`src/rtl/counter_16bit_pkg.sv`:
```
// counter_16bit_pkg: shared width, count type and reset/max constants
// for the counter_16bit block and its incrementer.
package counter_16bit_pkg;

   localparam int COUNTER_WIDTH = 16;

   typedef logic [COUNTER_WIDTH-1:0] count_t;

   localparam count_t COUNT_RESET = '0;
   localparam count_t COUNT_MAX   = '1;

endpackage

```
`src/rtl/counter_16bit_if.sv`:
```
// counter_16bit_if: enable in, count out (plus tc when
// COUNTER_16BIT_TC_EN is defined). master = user, slave = counter.
interface counter_16bit_if
   import counter_16bit_pkg::*;
#(
   parameter int WIDTH = COUNTER_WIDTH
) ();

   logic             enable;
   logic [WIDTH-1:0] count;
`ifdef COUNTER_16BIT_TC_EN
   logic             tc;
`endif

   modport master (
      output enable,
`ifdef COUNTER_16BIT_TC_EN
      input  tc,
`endif
      input  count
   );

   modport slave (
      input  enable,
`ifdef COUNTER_16BIT_TC_EN
      output tc,
`endif
      output count
   );

endinterface

```
`src/rtl/counter_16bit_incr.sv`:
```
// counter_16bit_incr: combinational WIDTH-bit +1 with carry-out.
// Ports: a (operand), sum (a+1 mod 2^WIDTH), co (set when a is all-ones).
module counter_16bit_incr
   import counter_16bit_pkg::*;
#(
   parameter int WIDTH = COUNTER_WIDTH
) (
   input  logic [WIDTH-1:0] a,
   output logic [WIDTH-1:0] sum,
   output logic             co
);

   assign {co, sum} = {1'b0, a} + {{WIDTH{1'b0}}, 1'b1};

endmodule

```
`src/rtl/counter_16bit.sv`:
```
// counter_16bit: 16-bit synchronous up counter, sync active-high reset,
// count enable. Ports: clk, reset, bus (slave: enable, count, tc).
// Macro COUNTER_16BIT_TC_EN adds the terminal-count output tc.
module counter_16bit
   import counter_16bit_pkg::*;
#(
   parameter int WIDTH = COUNTER_WIDTH
) (
   input  logic            clk,
   input  logic            reset,
   counter_16bit_if.slave  bus
);

   logic [WIDTH-1:0] cnt;
   logic [WIDTH-1:0] cnt_inc;
   logic             co;

   counter_16bit_incr #(
      .WIDTH (WIDTH)
   ) u_incr (
      .a   (cnt),
      .sum (cnt_inc),
      .co  (co)
   );

   // No async reset: state is defined from the first reset edge.
   always_ff @(posedge clk) begin
      if (reset) begin
         cnt <= WIDTH'(COUNT_RESET);
      end else if (bus.enable) begin
         cnt <= cnt_inc;
      end
   end

   assign bus.count = cnt;

`ifdef COUNTER_16BIT_TC_EN
   // Carry-out is high exactly when cnt is all-ones, so tc flags
   // the cycle whose edge wraps the counter to zero.
   assign bus.tc = co & bus.enable & ~reset;
`else
   logic unused_co;
   assign unused_co = co;
`endif

endmodule

```
`src/flat_wrapper.sv`:
```
// flat-port wrapper written by rule: the top's interface ports become plain ports
module counter_16bit_flat import counter_16bit_pkg::*;
#(
   parameter int WIDTH = COUNTER_WIDTH
)
  (clk, reset, bus_enable, bus_count);
  counter_16bit_if #(.WIDTH(WIDTH)) bus_i ();
  input  logic clk;
  input  logic reset;
  input wire logic [$bits(bus_i.enable)-1:0] bus_enable;
  output wire logic [$bits(bus_i.count)-1:0] bus_count;
  assign bus_i.enable = bus_enable;
  assign bus_count = bus_i.count;
  counter_16bit #(.WIDTH(WIDTH)) u_core (.clk(clk), .reset(reset), .bus(bus_i));
endmodule
```
`config.mk`:
```
export PLATFORM = sky130hd
export DESIGN_NAME = counter_16bit_flat
export DESIGN_NICKNAME = d
export VERILOG_FILES = /design/src/rtl/counter_16bit_pkg.sv /design/src/rtl/counter_16bit_if.sv /design/src/rtl/counter_16bit_incr.sv /design/src/rtl/counter_16bit.sv /design/src/flat_wrapper.sv
export SDC_FILE = /design/constraint.sdc
export NUM_CORES = 1
export LEC_CHECK = 0
export CAP_MARGIN = 30
export CORE_MARGIN = 3
export CORE_UTILIZATION = 50
export DETAILED_ROUTE_END_ITERATION = 8
export PLACE_DENSITY = 0.84
export SETUP_SLACK_MARGIN = 0.5
export SLEW_MARGIN = 25
export SYNTH_ARGS = -nofsm -noshare
export SYNTH_HDL_FRONTEND = slang
export SYNTH_SLANG_ARGS = --single-unit
```
`constraint.sdc`:
```
create_clock -name clk -period 3.4 [get_ports clk]
set_clock_uncertainty 0.05 [all_clocks]
set_input_delay 0.68 -clock clk [delete_from_list [all_inputs] [get_ports clk]]
set_output_delay 0.68 -clock clk [all_outputs]
set_load 0.02 [all_outputs]
```
== Yosys cells after proc, flatten, opt, wreduce, memory -nomap -nowiden ==
Cells that the tools add are included.
Storage, ports and cells
  register bits after elaboration: 16
  input bits: 3
  output and inout bits: 16
  word-level logic and storage cells: 2
Operators by class
  add/subtract/negate cells: 1
Operators by type and width (count)
  16-bit by 1-bit adder with 16-bit output, second input constant: 1

== Depth between registers and ports, before layout ==
  word-level depth: 1
  mapped depth: 5
  gate-level depth less buffers: 5

== Modules after synthesis ==
A second synthesis with hierarchy kept.
Unflattened totals
  cell total of the unflattened synthesis: 96
  area total of the unflattened synthesis: 903.4 µm²
Modules (own cells, without submodules)
  counter_16bit: instances 1, cells an instance 52, area an instance 580.6 µm², seq. area each 320.3 µm²
  counter_16bit_incr: instances 1, cells an instance 44, area an instance 322.8 µm², seq. area each 0.0 µm²

== Least setup slack after synthesis ==
No wires, ideal clock.
  path type: reg-to-reg
  start point: register u_core.cnt[5] (netlist: u_core.bus.count[5])
  end point: register u_core.cnt[14] (netlist: u_core.bus.count[14])
  library setup time: 0.121 ns
  data arrival time: 1.667 ns
  data required time: 3.229 ns
  setup slack: 1.562 ns
  stages on the path, launching flop included: 5
  buffers on the path: 0
  clock period less this slack: 1.838 ns
  cells stage by stage: dfxtp_1 nand4_2 or2_2 nor4_1 mux2_2
On the way
  longest elaborated chain between the ends: 1
RTL lines
  start: declaration: RTL line counter_16bit.sv:14  | logic [WIDTH-1:0] cnt;
  start signal: assignment: RTL line counter_16bit.sv:29  | cnt <= WIDTH'(COUNT_RESET);
  start signal: assignment: RTL line counter_16bit.sv:31  | cnt <= cnt_inc;
  16-bit by 1-bit adder with 16-bit output: RTL line counter_16bit_incr.sv:13  | assign {co, sum} = {1'b0, a} + {{WIDTH{1'b0}}, 1'b1};
No other way between the ends.
A chain may end at the register's enable or synchronous reset.

==> implementation parameters <==
Parameter                              Value

Placement
  Gp weighted congestion    0.745
  Final HPWL from detailed placement    1180 um
  Buffers added on ports    18

Job
  Max capacitance violation total    0

Detailed routing
  Via density per instance    5.57
  Number of detailed-routing iterations run before antenna repair    4
  Number of vias after detailed routing    652
  Overall routed net length    1570 um
  Post-detailed-route DRC marker count    0
  Post-detailed-route wirelength per cell    13.4 um
  Post-route ant nets    0
  Detailed router's first-iteration violation count    17

Clocking
  Clk slew on worst S/H paths    0.09 ns
  Master cell of the clock root buffer    sky130_fd_sc_hd__clkbuf_4
  Insertion delay to the later sink of the worst-skew pair    0.28 ns
  Number of sinks driven by the clock tree    16
  Deepest level of the CTS H-tree    1
  Number of buffers between clock root and the deepest sink    2
  Post-cts hold buffer count    0
  Count of instances resized after the clock tree is built    0
  CTS tree    done
  Number of setup buffers added after CTS    0
  TritonCTS Buffers    3

Worst setup path
  CP endpoint kind    flip-flop
  Max FO, Critical Path    8
  Crit path DAT    2.40 ns
  CP required    3.56 ns
  Critical path class    in -> reg
  Crit-path slowest cell    sky130_fd_sc_hd__clkdlybuf4s50_1
  Worst reg2reg path startpoint    u_core.bus.count[5]
  Nature of the critical path startpoint    primary input
  Worst setup path startpoint    bus_enable
  Worst path cell trace    clkdlybuf4s50_1 -> nand4_4 -> nor4_4 -> or3b_1 -> a21oi_1
  CP max stage delay    0.63 ns

Floorplanning
  Area of the core region    1370 um2
  Effective utilization at floorplan    0.554
  Site row count    13
  Die Ht    44.9 um
  Top-level I/O count    19
  Total Die Area    2020 um2
  Die span in x    44.9 um

Power and ir drop
  Worst IR drop on VDD    0.324 mV
  Pleak    0.345 nW
  Overall power    0.340 mW
  Cell area power density    347 nW/um2

STA
  Total negative slack    0 ns
  Slew at the pin with the worst max-slew slack    0.657 ns
  Total count of max-transition violations in the final report    0
  Final critical-path share of the clock period    0.660
  Highest Clock Rate    0.446 GHz
  Slew Limit Headroom    0.561
  Unrepaired setup endpoints after global routing    no
  Count of endpoints failing setup in the final report    0
  Final count of hold timing violations    0
  Post-route minimum period    2.24 ns

Finish
  Synth-to-layout area growth    29.6%
  Net total in the final layout    107
  Max FFs per register    16
  Ant diodes    0
  Final core utilization    0.718
  FILL cells    111
  Fraction of final layout cells with drive strength greater than 1    0.118

Synthesis
  Netlist area before placement    757 um2
  Top cell types by occurrence after synthesis    16 x sky130_fd_sc_hd__dfxtp_1, 16 x sky130_fd_sc_hd__nor2_1, 6 x sky130_fd_sc_hd__nand2_1, 6 x sky130_fd_sc_hd__xnor2_1, 4 x sky130_fd_sc_hd__xor2_1
  Count of cell types in the netlist    28
  Post-synthesis sequential area ratio    0.423
  Syn Area/Cell    9.12 um2
  Post-synth EDFFs    0
  Area leader, netlist    sky130_fd_sc_hd__dfxtp_1
  Area fraction of the dominant cell type after synthesis    0.423
  Top cells by area in the synthesized netlist    sky130_fd_sc_hd__dfxtp_1 42%, sky130_fd_sc_hd__nor2_1 7.9%, sky130_fd_sc_hd__xnor2_1 6.9%, sky130_fd_sc_hd__xor2_1 4.6%, sky130_fd_sc_hd__mux2_2 3.0%
  Number of warning messages in the yosys log    0
  Async S/R FF share, synth    0
  Post-synth top flop    sky130_fd_sc_hd__dfxtp_1
  Synthesized flop and latch total    16
  Number of instances in the synthesized netlist    83
  Post-Syn Nets    87

Status
  Result of the run    complete, no violations

Worst hold path
  Beginning of the worst hold path    u_core.bus.count[13]
  Classification of the worst-slack hold path    reg -> reg

GRT
  Wire length of the first global-routing pass    2750 um
  Antenna violations before repair    0
  Number of global-route vias before repair    632
  Overall routing resource usage    0.189
  Pin count of the biggest net entering global routing    20
  Final global-route overflow total    0
layout make-up:
| cell class | count | area, um2 | share of cell area |
|---|---|---|---|
| Clock buffer | 4 | 36.3 | 0.0370 |
| Tap cell | 15 | 18.8 | 0.0191 |
| Inverter | 2 | 7.51 | 0.00765 |
| Sequential cell | 16 | 320 | 0.327 |
| Multi-Input combinational cell | 62 | 418 | 0.426 |
| Timing Repair Buffer | 18 | 180 | 0.184 |
stage by stage:
| stage | hold WS, ns | setup WS (ns) | instances | area [um2] |
|---|---|---|---|---|
| 2_1_floorplan | 0.508 | 1.56 | 83 | 757 |
| 3_3_place_gp | 0.440 | 0.978 | 113 | 945 |
| 3_5_place_dp | 0.460 | 0.857 | 113 | 945 |
| 4_1_cts | 0.472 | 1.16 | 117 | 981 |
| 5_1_grt | 0.507 | 1.04 | 117 | 981 |
| 6_report | 0.468 | 1.16 | 117 | 981 |
cell usage in the layout (no fill, tap or decap), types with 2 or more instances in the layout:
cell,n
sky130_fd_sc_hd__a21oi_1,3
sky130_fd_sc_hd__clkbuf_4,3
sky130_fd_sc_hd__clkdlybuf4s50_1,18
sky130_fd_sc_hd__dfxtp_1,16
sky130_fd_sc_hd__inv_1,2
sky130_fd_sc_hd__mux2_2,2
sky130_fd_sc_hd__nand2_1,6
sky130_fd_sc_hd__nand3_1,3
sky130_fd_sc_hd__nor2_1,16
sky130_fd_sc_hd__nor3_1,3
sky130_fd_sc_hd__nor4_1,3
sky130_fd_sc_hd__xnor2_1,6
sky130_fd_sc_hd__xor2_1,4
routing by layer:
metal / GRT usage / vias to the layer above / share of wire
met5: 0 / - / 0
met4: 0.0702 / 0 / 0.011
met3: 0.0598 / 2 / 0.050
met2: 0.327 / 17 / 0.52
met1: 0.216 / 308 / 0.42
li1: - / 325 / -
worst max-delay path: cells and delay by family:
family | cells | cell delay [ns]
AOI/OAI and AO/OA | 1 | 0.14
buffers and inverters | 1 | 0.63
and+or+nand+nor | 3 | 0.94
cell families (layout without fill, tap and decap cells):
group | Yosys count | after routing | share of synthesized area
simple gates | 42 | 42 | 0.327
flops | 16 | 16 | 0.423
xor+xnor | 10 | 10 | 0.116
compound gates | 6 | 6 | 0.0496
buf+inv | 5 | 24 | 0.0248
mux | 3 | 3 | 0.0430
fa+ha+maj | 1 | 1 | 0.0165
power breakdown:
group          internal (mW)  switching [mW]
combinational         0.0105          0.0125
sequential             0.190         0.00426
clock                 0.0652          0.0580
total                  0.265          0.0748
final timing paths:
| path | to | slack [ns] | cells past startpoint |
|---|---|---|---|
| hold reg to reg | u_core.bus.count[13] | 0.47 | 2 |
| hold / removal | u_core.bus.count[13] | 0.47 | 2 |
| setup reg to reg | u_core.bus.count[14] | 1.53 | 4 |
| setup / recovery | u_core.bus.count[13] | 1.16 | 5 |
No activity file was read; power rests on OpenSTA's default activity.
